===== src/rtl/seq_detector_param.sv =====
// seq_detector_param
//
// Serial pattern detector with a registered (Moore-style) match flag.
// Bits are shifted into a PATTERN_LEN-bit history register on every edge
// where in_valid is high. A fill counter tracks how many valid bits the
// history holds, so no match can fire before PATTERN_LEN bits have arrived
// since reset (or since the last match when OVERLAP=0).
//
// Parameters:
//   PATTERN_LEN  number of pattern bits, 2..32
//   PATTERN      pattern value; bit [PATTERN_LEN-1] is received first
//   OVERLAP      1 = keep history after a match, 0 = restart after a match
//   COUNT_W      width of match_count
//
// Ports:
//   clk          rising-edge clock
//   reset        synchronous active-high reset, highest priority
//   in           serial data bit
//   in_valid     in is accepted only on edges where this is high
//   clear_count  synchronous clear of match_count (wins over a match)
//   out          high for one cycle after each matching edge
//   match_count  saturating number of detections
//
// Optional feature macro: SEQ_DET_COUNT_EN
//   defined     -> match counter is built
//   not defined -> match_count is tied to 0 and clear_count is ignored

module seq_detector_param #(
    parameter int unsigned               PATTERN_LEN = 4,
    parameter logic [PATTERN_LEN-1:0]    PATTERN     = 4'b1010,
    parameter bit                        OVERLAP     = 1'b1,
    parameter int unsigned               COUNT_W     = 8
) (
    input  logic               clk,
    input  logic               reset,
    input  logic               in,
    input  logic               in_valid,
    input  logic               clear_count,
    output logic               out,
    output logic [COUNT_W-1:0] match_count
);

    localparam int unsigned FILL_W = $clog2(PATTERN_LEN + 1);
    localparam logic [FILL_W-1:0] FILL_FULL = FILL_W'(PATTERN_LEN);

    generate
        if (PATTERN_LEN < 2 || PATTERN_LEN > 32) begin : g_bad_len
            initial $error("seq_detector_param: PATTERN_LEN must be 2..32");
        end
    endgenerate

    logic [PATTERN_LEN-1:0] history_q, history_d;
    logic [FILL_W-1:0]      fill_q, fill_d;
    logic                   out_q, out_d;
    logic                   match;

    always_comb begin
        history_d = history_q;
        fill_d    = fill_q;
        out_d     = 1'b0;
        match     = 1'b0;
        if (in_valid) begin
            history_d = {history_q[PATTERN_LEN-2:0], in};
            fill_d    = (fill_q == FILL_FULL) ? fill_q : fill_q + FILL_W'(1);
            // Match is judged on the post-shift state so the flag
            // appears exactly one cycle after the final pattern bit.
            match     = (fill_d == FILL_FULL) && (history_d == PATTERN);
            out_d     = match;
            // Non-overlapping mode only needs the fill reset: old history
            // bits cannot contribute until PATTERN_LEN new bits arrive.
            if (match && !OVERLAP) begin
                fill_d = '0;
            end
        end
    end

    always_ff @(posedge clk) begin
        if (reset) begin
            history_q <= '0;
            fill_q    <= '0;
            out_q     <= 1'b0;
        end else begin
            history_q <= history_d;
            fill_q    <= fill_d;
            out_q     <= out_d;
        end
    end

    assign out = out_q;

`ifdef SEQ_DET_COUNT_EN
    logic [COUNT_W-1:0] count_q, count_d;

    always_comb begin
        count_d = count_q;
        if (clear_count) begin
            count_d = '0;
        end else if (match && (count_q != {COUNT_W{1'b1}})) begin
            count_d = count_q + COUNT_W'(1);
        end
    end

    always_ff @(posedge clk) begin
        if (reset) begin
            count_q <= '0;
        end else begin
            count_q <= count_d;
        end
    end

    assign match_count = count_q;
`else
    // Counter not built; clear_count has nothing to act on.
    logic unused_clear_count;
    assign unused_clear_count = clear_count;
    assign match_count        = '0;
`endif

endmodule


===== config.mk =====
export PLATFORM = sky130hd
export DESIGN_NAME = seq_detector_param
export DESIGN_NICKNAME = d
export VERILOG_FILES = /design/src/rtl/seq_detector_param.sv
export SDC_FILE = /design/constraint.sdc
export NUM_CORES = 1
export LEC_CHECK = 0
export CORE_AREA = 2 2 39 41
export CTS_CLUSTER_DIAMETER = 120
export CTS_CLUSTER_SIZE = 10
export DETAILED_ROUTE_END_ITERATION = 7
export DIE_AREA = 0 0 41 43
export SETUP_SLACK_MARGIN = 0.02
export SLEW_MARGIN = 10
export SYNTH_ARGS = -nofsm -noshare
export SYNTH_HDL_FRONTEND = slang
export SYNTH_SLANG_ARGS = --single-unit

===== constraint.sdc =====
create_clock -name clk -period 3.8 [get_ports clk]
set_input_delay 0.57 -clock clk [delete_from_list [all_inputs] [get_ports clk]]
set_output_delay 0.57 -clock clk [all_outputs]
set_load 0.005 [all_outputs]

* Yosys cells after proc, flatten, opt, wreduce, memory -nomap -nowiden
Index checks and enable logic that the tools add are counted.
** Cells by class
- Bitwise logic cells :: 1
- Eq/ne operators :: 3
- Multiplexer cells :: 1
- Reduce and logical (&&, ||, !) cells :: 2
- Add/subtract/negate cells :: 1
** Operator list (number)
- $eq 3x3->1 const B :: 2
- $eq 4x4->1 const B :: 1
- $add 3x1->3 const B :: 1
- $mux 3 :: 1
- $reduce_or 2->1 :: 1
- $logic_and 1x1->1 :: 1
- $not 1->1 :: 1
** Storage, ports and cells
- Word-level logic and storage cells :: 11
- Output and inout port bits :: 9
- Register bits after elaboration :: 7

* Longest topological paths before layout
- Depth in word-level cells :: 4
- Depth in mapped cells :: 5
- Gate-level depth less buffers :: 5

* Worst setup path after synthesis
No wires, ideal clock.
- Kind :: reg2reg
- Start :: reg fill_q[0]
- End :: reg out_q (netlist: out)
- Setup time :: 88 ps
- Cell stages (with the launch flop) :: 5
- Slack :: 2507 ps
- Buffers on the path :: 0
- Data required time :: 3712 ps
- Arrival time :: 1204 ps
- Cell sequence :: dfxtp_1 -> inv_2 -> ha_1 -> or3_1 -> a311oi_2
** On the way
- Cells in the longest elaborated chain, start to end :: 4
- Elaborated cells on any way between the ends :: 5
** Ends and longest elaborated chain
- from (decl) :: line 53 : logic [FILL_W-1:0] fill_q, fill_d;
- from (signal assigned) :: line 84 : fill_q <= fill_d;
- $add 3x1->3 / $eq 3x3->1 (equally long branches) :: line 64 : fill_d = (fill_q == FILL_FULL) ? fill_q : fill_q + FILL_W'(1);
- $mux 3 * :: line 64
- $eq 3x3->1 * :: line 67 : match = (fill_d == FILL_FULL) && (history_d == PATTERN);
- $logic_and 1x1->1 * :: line 67
- to (signal assigned) :: line 85 : out_q <= out_d;
- to (decl) :: line 54 : logic out_q, out_d;
Every way passes the cells marked *; elsewhere a longest branch is shown, timed or not.
A chain may end at the register's enable or synchronous reset.

* Worst setup path in the final report
- Start :: reg out_q (netlist: out)
- End :: out out
** RTL lines
- to (decl) :: line 39 : output logic out,
No word-level cell between the ends.

==> metrics.md <==
| Metric | Value |
|---|---|
| Status | completed |
| Clk buf depth | 2 |
| Initial antenna violation count | 0 |
| # H-tree levels | 1 |
| Worst path top cell family by delay | buffers and inverters |
| Required time at the worst-slack endpoint | 3.23 ns |
| # port buffers | 4 |
| Finish-stage setup viols | 0 |
| CTS tree | done |
| Die area | 1760 µm² |
| # hold bufs at CTS | 0 |
| Wire length of the first global-routing pass | 952 µm |
| Final Instance Count excl. Fillers | 64 |
| Via-to-Cell Ratio | 4.25 |
| Drt pass-1 iters | 1 |
| Sequential share of power | 0.463 |
| Crit path time final | 1.62 ns |
| Crit-path slowest cell | clkdlybuf4s50_1 |
| Gate power share | 0.136 |
| Wire length per cell | 8.58 µm |
| Inserted Clock Buffers | 3 |
| Root buf cell | clkbuf_4 |
| P_sw | 0.0452 mW |
| # fillers | 159 |
| Top post-synthesis cells by area | dfxtp_1 (36%), buf_4 (16%), mux2i_1 (10%) |
| Max-slew violations | 0 |
| Max stage delay on crit path | 0.49 ns |
| Largest net degree at the start of global routing | 9 |
| LEAKAGE | 0.188 nW |
| R2R Setup Slk | 2.45 ns |
| Commonest cells post-synth | buf_4 (8), dfxtp_1 (7), nor2_1 (6), mux2i_1 (4) |
| Hold Vio Cnt, Final | 0 |
| Area leader, netlist | dfxtp_1 |
| Sink Count | 7 |
| Hold WC Path Type | reg -> reg |
| Area of the multi-input gates | 198 µm² |
| Vias in the first global route | 257 |
| Seq. cell area | 140 µm² |
| EDFF count, synth | 0 |
| Share of total power in the clock network | 0.401 |
| Setup TNS Final | 0 ns |
| Top-count cell post-synth | buf_4 |
| Total track usage | 0.0863 |
| DRC viols | 0 |
| Drt total wl | 549 µm |
| Final std cell area, no fill | 432 µm² |
| Detailed placer's ending HPWL | 425 µm |
| CP cell instances | clkdlybuf4s50_1 |
| Area growth syn-to-layout | 12.4% |
| Initial Utilization | 0.278 |
| Worst-Skew Late Latency | 0.26 ns |
| Die H | 43 µm |
| Clk slew on worst S/H paths | 0.06 ns |
| Worst path bufs/invs | 1 |
| Pint | 0.129 mW |
| Mean Syn Cell Area | 9.15 µm² |
| Register area share after synthesis | 0.365 |
| Crit share post-route | 0.425 |
| Post-place setup slack | 1.92 ns |
| Ys async rst share | 0 |
| FMAX | 0.619 GHz |
| Sw frac | 0.260 |
| Die W | 41 µm |
| Worst path arrival time | 1.05 ns |
| Final clock skew | 0.00503 ns |
| Max VDD drop | 113 µV |
| Power Dens Cells | 402 nW/µm² |
| GR Overflow Total | 0 |
| Highest net fanout along the worst path | 1 |
| Final #Nets | 56 |
| Antenna-violating nets left | 0 |
| MaxCap Viol Count | 0 |
| Cell row count | 14 |
| Cell Area, Placed | 405 µm² |
| RSZ-0062 raised after global routing | false |
| Crit. End Element | output pin |
| Detailed Route Iter0 Violations | 0 |
| Core area | 1380 µm² |
| Placed Instances | 60 |
| Cell variety after synth | 19 |
| Vias | 272 |
| Resize count post-CTS | 0 |
| Share of cells above drive strength 1 | 0.104 |
| Top_reg_cell synth | dfxtp_1 |
| Antenna Cells | 0 |
| Seq cells post-synth | 7 |
| YS warnings | 0 |
| Final RePlAce weighted congestion | 0.609 |
| Power Total | 0.174 mW |
| Cells after synthesis | 42 |
| # Post-CTS Setup Buffers | 0 |
| Startpoint types | flip-flop |
| Synth Cell Area | 384 µm² |
| Final WS setup | 2.18 ns |
| Worst setup path category | reg -> out |
| Synth top area share | 0.365 |
| IO Count | 14 |
through the flow:
stage | hold slack, ns | util
after global placement | 0.480 | 0.293
final | 0.495 | 0.312
after floorplan | 0.459 | -
after global routing | 0.519 | 0.312
after CTS | 0.503 | 0.312
after detailed placement | 0.491 | 0.293
power groups by stage:
stage               logic, mW  clock network (mW)  registers [mW]
floorplan              0.0238                   0          0.0814
global placement       0.0232                   0          0.0820
detailed placement     0.0237                   0          0.0822
CTS                    0.0239              0.0723          0.0805
global route           0.0289              0.0746          0.0811
finish                 0.0237              0.0696          0.0805
routing by layer:
metal  global-route usage  part of all wire
met1               0.0929              0.46
met2                0.113              0.44
met3                    0             0.026
met4                0.140             0.071
met5                    0                 0
final timing paths:
check	start	cells past startpoint	endpoint
setup / recovery	out$_SDFF_PP0_	1	out
hold / removal	history_q[2]$_SDFFE_PP0P_	2	history_q[2]$_SDFFE_PP0P_
setup reg to reg	fill_q[0]$_SDFFE_PP0P_	4	out$_SDFF_PP0_
hold reg to reg	history_q[2]$_SDFFE_PP0P_	2	history_q[2]$_SDFFE_PP0P_
worst register-to-register path, delay by kind of cell (launching register included):
kind                       cells  cell delay [ns]
DFF                            1             0.40
and+or+nand+nor                1             0.36
adders and majority gates      1             0.23
AOI/OAI and AO/OA              1             0.22
buffers and inverters          1             0.06
logic make-up after synthesis:
logic type,count (synthesis),synth area share
xor gates and xnor gates,1,0.0228
and+or+nand+nor,12,0.160
other,1,0.00976
muxes,4,0.104
buffers and inverters,11,0.189
adders and majority gates,2,0.0651
DFF,7,0.365
AOI/OAI and AO/OA,4,0.0847
cell usage in the layout, fill, tap and decap left out, drive strengths merged, types with 2 or more instances in the layout:
| cell | synthesis | final |
|---|---|---|
| mux2i | 4 | 4 |
| clkbuf | 0 | 4 |
| nor2 | 6 | 6 |
| inv | 2 | 2 |
| clkdlybuf4s50 | 0 | 4 |
| a21oi | 2 | 2 |
| conb | 1 | 8 |
| dfxtp | 7 | 7 |
| ha | 2 | 2 |
state kept, by name, indices dropped and copies added (netlist names):
| register | count |
|---|---|
| history_q | 3 |
| fill_q | 3 |
| out | 1 |
layout make-up:
type                    count  area share
well taps                  16      0.0464
flip-flops and latches      7       0.325
clock buffers               4      0.0609
multi-input cells          31       0.458
repair buffers              4      0.0928
inverters                   2      0.0174
Power figures use the tool's default switching activity.
